File: src/rtl/multi_channel_debounce.sv
// -----------------------------------------------------------------------------
// multi_channel_debounce
//   Debounces N raw asynchronous inputs. Every input is first brought into the
//   clock domain through a two-flop synchronizer. Two modes:
//     MUTEX=0 : each channel has its own timer; a channel's output follows its
//               synchronized input once the input has disagreed with the output
//               for C_T consecutive clocks.
//     MUTEX=1 : the channels form a mutually-exclusive group driven by one FSM
//               and one shared timer; at most one output bit is ever set, and a
//               change from one channel to another always passes through zero.
//
// Parameters
//   FCLK        system clock frequency in Hz
//   N           channel count (1..16)
//   DEBOUNCE_US debounce interval in microseconds
//   MUTEX       1 = group mode, 0 = independent per-channel mode
//
// Ports
//   i_clk_mhz   system clock
//   i_rst_mhz   asynchronous active-high reset
//   ei_inputs   raw asynchronous channel inputs
//   o_deb       debounced level per channel
//   o_press     one-cycle pulse in the first cycle o_deb[i] is high
//   o_release   one-cycle pulse in the first cycle o_deb[i] is low
//   o_conflict  registered flag: two or more synchronized inputs high (MUTEX=1)
// -----------------------------------------------------------------------------
module multi_channel_debounce #(
  parameter int unsigned FCLK        = 20000000,
  parameter int unsigned N           = 4,
  parameter int unsigned DEBOUNCE_US = 1000,
  parameter int unsigned MUTEX       = 1
) (
  input  logic         i_clk_mhz,
  input  logic         i_rst_mhz,
  input  logic [N-1:0] ei_inputs,
  output logic [N-1:0] o_deb,
  output logic [N-1:0] o_press,
  output logic [N-1:0] o_release,
  output logic         o_conflict
);

  localparam int unsigned C_T = FCLK / 1000000 * DEBOUNCE_US;
  localparam int unsigned TW  = (C_T > 1) ? $clog2(C_T) : 1;
  localparam int unsigned PW  = 5;
  localparam logic [TW-1:0] T_LAST = TW'(C_T - 1);

  // Elaboration-time parameter sanity
  generate
    if (C_T < 2) begin : g_bad_ct
      $error("multi_channel_debounce: debounce count C_T must be at least 2");
    end
    if ((N < 1) || (N > 16)) begin : g_bad_n
      $error("multi_channel_debounce: N must be in 1..16");
    end
  endgenerate

  // Number of set bits in a channel vector
  function automatic logic [PW-1:0] popcnt(input logic [N-1:0] v);
    logic [PW-1:0] c;
    c = '0;
    for (int i = 0; i < int'(N); i++) begin
      c = c + PW'(v[i]);
    end
    return c;
  endfunction

  logic [N-1:0] sync1_q;
  logic [N-1:0] sync_q;
  logic [N-1:0] deb_q;
  logic [N-1:0] press_q;
  logic [N-1:0] release_q;
  logic         conflict_q;

  // Two-flop synchronizer and the group conflict flag
  always_ff @(posedge i_clk_mhz or posedge i_rst_mhz) begin
    if (i_rst_mhz) begin
      sync1_q    <= '0;
      sync_q     <= '0;
      conflict_q <= 1'b0;
    end else begin
      sync1_q    <= ei_inputs;
      sync_q     <= sync1_q;
      conflict_q <= (MUTEX != 0) && (popcnt(sync_q) >= PW'(2));
    end
  end

  generate
    if (MUTEX == 0) begin : g_indep
      logic [TW-1:0] cnt_q [N];
      logic [TW-1:0] cnt_d [N];
      logic [N-1:0]  deb_d;

      // Per-channel timer: runs only while input and output disagree
      always_comb begin
        deb_d = deb_q;
        for (int i = 0; i < int'(N); i++) begin
          cnt_d[i] = cnt_q[i];
          if (sync_q[i] == deb_q[i]) begin
            cnt_d[i] = '0;
          end else if (cnt_q[i] == T_LAST) begin
            deb_d[i] = sync_q[i];
            cnt_d[i] = '0;
          end else begin
            cnt_d[i] = cnt_q[i] + TW'(1);
          end
        end
      end

      // Pulses are formed from the next level so they land with the new level
      always_ff @(posedge i_clk_mhz or posedge i_rst_mhz) begin
        if (i_rst_mhz) begin
          for (int i = 0; i < int'(N); i++) begin
            cnt_q[i] <= '0;
          end
          deb_q     <= '0;
          press_q   <= '0;
          release_q <= '0;
        end else begin
          for (int i = 0; i < int'(N); i++) begin
            cnt_q[i] <= cnt_d[i];
          end
          deb_q     <= deb_d;
          press_q   <= deb_d & ~deb_q;
          release_q <= ~deb_d & deb_q;
        end
      end
    end else begin : g_mutex
      // One-hot encoding leaves spare codes that recover to ST_WAIT
      typedef enum logic [3:0] {
        ST_WAIT  = 4'b0001,
        ST_QUAL  = 4'b0010,
        ST_HOLD  = 4'b0100,
        ST_LEAVE = 4'b1000
      } state_t;

      state_t        state_q;
      logic [TW-1:0] timer_q;
      logic [N-1:0]  cand_q;

      // Group FSM; press/release are set on the transitions that move o_deb
      always_ff @(posedge i_clk_mhz or posedge i_rst_mhz) begin
        if (i_rst_mhz) begin
          state_q   <= ST_WAIT;
          timer_q   <= '0;
          cand_q    <= '0;
          deb_q     <= '0;
          press_q   <= '0;
          release_q <= '0;
        end else begin
          press_q   <= '0;
          release_q <= '0;
          case (state_q)
            ST_WAIT: begin
              timer_q <= '0;
              if (popcnt(sync_q) <= PW'(1)) begin
                cand_q  <= sync_q;
                state_q <= ST_QUAL;
              end
            end
            ST_QUAL: begin
              if (sync_q != cand_q) begin
                state_q <= ST_WAIT;
                timer_q <= '0;
              end else if (timer_q == T_LAST) begin
                deb_q   <= cand_q;
                press_q <= cand_q;
                state_q <= ST_HOLD;
                timer_q <= '0;
              end else begin
                timer_q <= timer_q + TW'(1);
              end
            end
            ST_HOLD: begin
              timer_q <= '0;
              if (sync_q != deb_q) begin
                state_q <= ST_LEAVE;
              end
            end
            ST_LEAVE: begin
              if (sync_q == deb_q) begin
                state_q <= ST_HOLD;
                timer_q <= '0;
              end else if (timer_q == T_LAST) begin
                deb_q     <= '0;
                release_q <= deb_q;
                state_q   <= ST_WAIT;
                timer_q   <= '0;
              end else begin
                timer_q <= timer_q + TW'(1);
              end
            end
            default: begin
              state_q   <= ST_WAIT;
              timer_q   <= '0;
              cand_q    <= '0;
              deb_q     <= '0;
              release_q <= deb_q;
            end
          endcase
        end
      end
    end
  endgenerate

  assign o_deb      = deb_q;
  assign o_press    = press_q;
  assign o_release  = release_q;
  assign o_conflict = conflict_q;

endmodule

File: config.mk
export PLATFORM = sky130hd
export DESIGN_NAME = multi_channel_debounce
export DESIGN_NICKNAME = d
export VERILOG_FILES = /design/src/rtl/multi_channel_debounce.sv
export SDC_FILE = /design/constraint.sdc
export NUM_CORES = 1
export LEC_CHECK = 0
export ABC_AREA = 1
export CAP_MARGIN = 40
export CORE_ASPECT_RATIO = 2
export CORE_UTILIZATION = 57
export DETAILED_ROUTE_END_ITERATION = 10
export GPL_ROUTABILITY_DRIVEN = 0
export GPL_TIMING_DRIVEN = 0
export HOLD_SLACK_MARGIN = 0.1
export PLACE_DENSITY_LB_ADDON = 0.05
export SLEW_MARGIN = 25
export SYNTH_ARGS = -nofsm -noshare
export SYNTH_HDL_FRONTEND = slang
export SYNTH_SLANG_ARGS = --single-unit
File: constraint.sdc
create_clock -name i_clk_mhz -period 2.04 [get_ports i_clk_mhz]
set_input_delay 0.306 -clock i_clk_mhz [delete_from_list [all_inputs] [get_ports i_clk_mhz]]
set_output_delay 0.306 -clock i_clk_mhz [all_outputs]
set_load 0.01 [all_outputs]
**Word level (Yosys, flattened, before mapping)**

Cells that the tools add are included.

- Output and inout port bits: 13
- Input bits: 6
- Word-level logic and storage cells: 63
- Register bits: 44

- Order comparisons: 2
- Bitwise gates (word level): 2
- Equal/unequal tests: 16
- Mux-type cells: 24
- $add $sub $neg: 4
- Reduce and logical (&&, ||, !) cells: 6

Operators by type and width:

| operator | count |
|---|---|
| 2-to-1 mux 4 bit | 16 |
| 2-to-1 mux 15 bit | 3 |
| one-hot mux 15 bit (2 select lines) | 1 |
| one-hot mux 4 bit (2 select lines) | 2 |
| one-hot mux 4 bit (4 select lines) | 1 |
| adder 15 x 1 -> 15 bit, second input constant | 1 |
| equality test 15 bit, second input constant | 1 |
| inequality test 2 bit, second input constant | 6 |
| one-hot mux 4 bit (3 select lines) | 1 |
| inequality test 4 bit | 2 |
| inequality test 3 bit, second input constant | 2 |
| OR reduction 3 bit | 2 |
| >= comparator 5 x 2 -> 1 bit, second input constant | 1 |
| AND reduction 5 bit | 1 |
| adder 3 x 1 -> 4 bit | 1 |
| equality test 4 x 1 -> 1 bit, second input constant | 1 |
| equality test 4 x 2 -> 1 bit, second input constant | 1 |
| equality test 4 x 3 -> 1 bit, second input constant | 1 |
| equality test 4 bit | 1 |
| equality test 4 bit, second input constant | 1 |
| less-or-equal comparator 4 x 1 -> 1 bit, second input constant | 1 |
| AND reduction 4 bit | 1 |
| adder 2 x 1 -> 3 bit | 1 |
| adder 1 x 1 -> 2 bit | 1 |
| other kinds (3) | 4 |

**Logic depth before layout (Yosys ltp)**

- Depth after elaboration: 6
- Mapped depth: 10
- Depth with buffers taken out: 10

**Worst setup path after synthesis**

No wires, ideal clock.

- Path kind: reg-to-reg
- Start point: register sync_q[0]
- End point: register g_mutex.cand_q[0]
- Stages on the path, launching flop included: 9
- Data required time: 1.957 ns
- Clock period less this slack: 1.665 ns
- Path buffers: 0
- Arrival time: 1.583 ns
- Slack: 0.375 ns
- Library setup time: 0.083 ns
- Cells stage by stage: dfrtp_1 -> inv_2 -> fa_1 -> nor2_1 -> nor2_1 -> nor2_1 -> nor3_2 -> nand3_1 -> o21ai_0

- Cells in the longest elaborated chain, start to end: 6
- Elaborated cells between the ends (all ways): 8
- Those cells by class: add/sub: 3; order compare: 1; eq/ne: 1; mux: 2; reduce/logical: 1

RTL lines:

| element | line | RTL |
|---|---|---|
| from (decl) | 68 | `logic [N-1:0] sync_q;` |
| from (signal assigned) | 82 | `sync_q <= sync1_q;` |
| adder 1 x 1 -> 2 bit | 62 | `c = c + PW'(v[i]);` |
| adder 2 x 1 -> 3 bit | 62 |  |
| adder 3 x 1 -> 4 bit | 62 |  |
| less-or-equal comparator 4 x 1 -> 1 bit | 155 | `if (popcnt(sync_q) <= PW'(1)) begin` |
| inequality test 2 bit (no source line) | n/a |  |
| AND reduction 2 bit (no source line) | n/a |  |
| to (signal assigned) | 156 | `cand_q <= sync_q;` |
| to (decl) | 138 | `logic [N-1:0] cand_q;` |

Parallel ways exist; a longest one is shown, timed or not. The select of a mux whose other input is x is not followed.
A chain may end at the register's enable or synchronous reset.

**Worst setup path in the final report**

Same ends and word-level chain as after synthesis.

==> metrics.yaml <==
grt:
  grt_pass1_vias: 1673
  antenna_found_initial: 0
  grt_max_degree: 25
  overflow: 0
  grt_usage_pct: 24.30
  grt_pass1_wl_mm: 7.024
critical_path:
  crit_path_max_fanout: 8
  crit_required_ns: 2.26
  critPathLaunchType: "flop"
  cp-end-kind: "flop"
  crit_arrival_ns: 2.07
  path_class: "reg2reg"
sta:
  setup_tns_ns: 0
  post-route-period-util_pct: 90.82
  rsz0062_at_grt: "no"
  slew_headroom_pct: 68.41
  finClkSkew_ns: 0.01407
  holdWs_ns: 0.3555
  hold_violations: 0
  period_needed_ns: 1.853
  worstMarginPinSlew_ns: 0.4731
  setup_viol: 0
  setup_ws_ns: 0.1874
  slew_viol_final: 0
  max_freq_mhz: 539.8
synthesis:
  syn_area_per_cell_um2: 8.420
  synth.distinct_cells: 26
  synth_top_area_cell: "dfrtp_1"
  synthTopCellsByCount: "61 x nand2_1, 43 x dfrtp_1, 34 x inv_1"
  synth_fp_nets: 267
  synth_top_area_share_pct: 49.34
  synth_edf_count: 0
  netlist_area_um2: 2181
  syn_inst: 259
  ys_warn_count: 0
  ys_seq_elements: 44
  async_flop_share_pct: 100.0
  synth.most_common_cell: "nand2_1"
  ys_top_cells_by_area: "dfrtp_1 49%, nand2_1 10%, nand3_1 6.2%"
  ys_seq_area_share_pct: 50.55
  ys.flop_type: "dfrtp_1"
floorplan:
  ios: 19
  die_h_um: 89.48
  fp.dieW_um: 45.74
  die_area_um2: 4093
  start_util_pct: 59.81
  row_count: 31
  coreArea_um2: 3646
finish:
  utilization_pct: 71.65
  drive_above_1_share_pct: 16.90
  syn2layout_area_growth_pct: 19.79
  nNetsFinal: 297
  antenna_cells: 0
run:
  maxCapViolations: 0
routing:
  drt_iter0_drc: 26
  final_antenna_net_count: 0
  wl_per_cell_um: 12.71
  drt-total-wl_mm: 4.309
  routed_via_density: 5.047
  drc_errors: 0
  via_count: 1711
  drt-pass1-iter-count: 4
cts:
  clk_pin_slew_worst_paths_ns: 0.09
  clock_path_buffers: 2
  cts.sinks: 44
  cts_buffers: 5
  worstSkewPairLatency_ns: 0.30
  cts_tree: "built"
  htree_levels: 2
  cts-root-buf: "clkbuf_8"
placement:
  portBuffers: 18
  pre_cts_ws_ns: 0.07577
  dp_hpwl_mm: 3.276
status:
  status: "complete, no violations"
power:
  powerDensity_nw_per_um2: 865.9
  power_mw: 2.262
  peakVddDrop_v: 0.0005772
  leakagePower_nw: 1.215
hold_path:
  hold_class: "in2async"
-- area by class of cell --
cell class	count	area [um^2]
tap	49	61.31
multi-input combinational	175	928.4
buffer	1	15.01
clock inverter	2	38.79
inverter	39	146.4
fill	309	1033
sequential	44	1102
clock buffer	6	82.58
timing repair buffer	23	237.7
-- kinds of logic after synthesis --
logic type | Yosys count | share of synthesized area (%)
AOI/OAI and AO/OA | 10 | 2.410
xor gates and xnor gates | 6 | 2.410
adders and majority gates | 2 | 1.492
buffers and inverters | 40 | 7.401
DFF | 44 | 50.55
and+or+nand+nor | 157 | 35.74
-- critical path, stage by stage, from the launching register on --
cell and delay (ns):
dfrtp_1 0.39, inv_2 0.07, fa_1 0.55, nor2_1 0.06, nor2_2 0.12, nor2_2 0.07
nor3_4 0.30, nand3_1 0.10, o21ai_0 0.09
-- repair_timing --
action                     in CTS  in global routing
gates resized for setup         0                  3
buffers inserted                0                  4
setup endpoints to repair       0                  5
hold buffers                    0                  0
-- path summary, 6_finish.rpt --
check | start | end | slack [ns] | depth (start not counted)
setup / recovery | sync_q[0] | g_mutex.cand_q[0] | 0.19 | 8
hold / removal | i_rst_mhz | g_mutex.timer_q[14] | 0.36 | 2
setup reg to reg | sync_q[0] | g_mutex.cand_q[0] | 0.19 | 8
hold reg to reg | sync1_q[0] | sync_q[0] | 0.36 | 0
max in group asynchronous | i_rst_mhz | o_press[3] | 1.21 | 3
min in group i_clk_mhz | sync1_q[0] | sync_q[0] | 0.36 | 0
-- through the flow --
step                      instance area [um^2]  cells
final                                     2613    339
after global routing                      2613    339
after CTS                                 2571    335
after detailed placement                  2450    327
after global placement                    2422    326
after floorplan                           2181    259
-- registers in the layout, summed over array words and instances (netlist names) --
register / cells
sync1_q: 4
o_release: 4
g_mutex.state_q: 4
o_deb: 4
g_mutex.cand_q: 4
o_conflict: 1
o_press: 4
g_mutex.timer_q: 15
sync_q: 4
-- per-layer routing --
metal  track usage, %  share of wire, %  vias up
met5                0                 0        -
met1            22.34                35      797
li1                 -                 -      866
met3            3.636               1.9       17
met2            46.75                59       31
met4            13.90               3.9        0
-- power breakdown --
group          leakage [nW]  internal (mW)  total [mW]  switching (mW)
clock network        0.0614          0.401       0.706           0.306
registers             0.585          0.941       0.979          0.0381
logic                 0.568          0.185       0.578           0.393
-- layout by cell type, fill, tap and decap left out --
cell type / count
nand2_1: 61
dfrtp_1: 43
inv_1: 33
nor2_1: 30
nand3_1: 27
clkdlybuf4s50_1: 18
nor2_2: 11
o21ai_0: 7
nor3_1: 7
inv_2: 6
nor2_4: 6
clkbuf_8: 6
nand2_2: 5
xor2_1: 5
buf_4: 4
nand3_4: 2
nand2_4: 2
a21oi_1: 2
nand4_1: 2
nand4_2: 1
buf_8: 1
o21a_1: 1
xnor2_1: 1
nor4_1: 1
and3_1: 1
nor3_4: 1
fa_1: 1
ha_1: 1
bufinv_16: 1
clkinv_4: 1
dfstp_2: 1
buf_16: 1
Power figures use the tool's default switching activity.
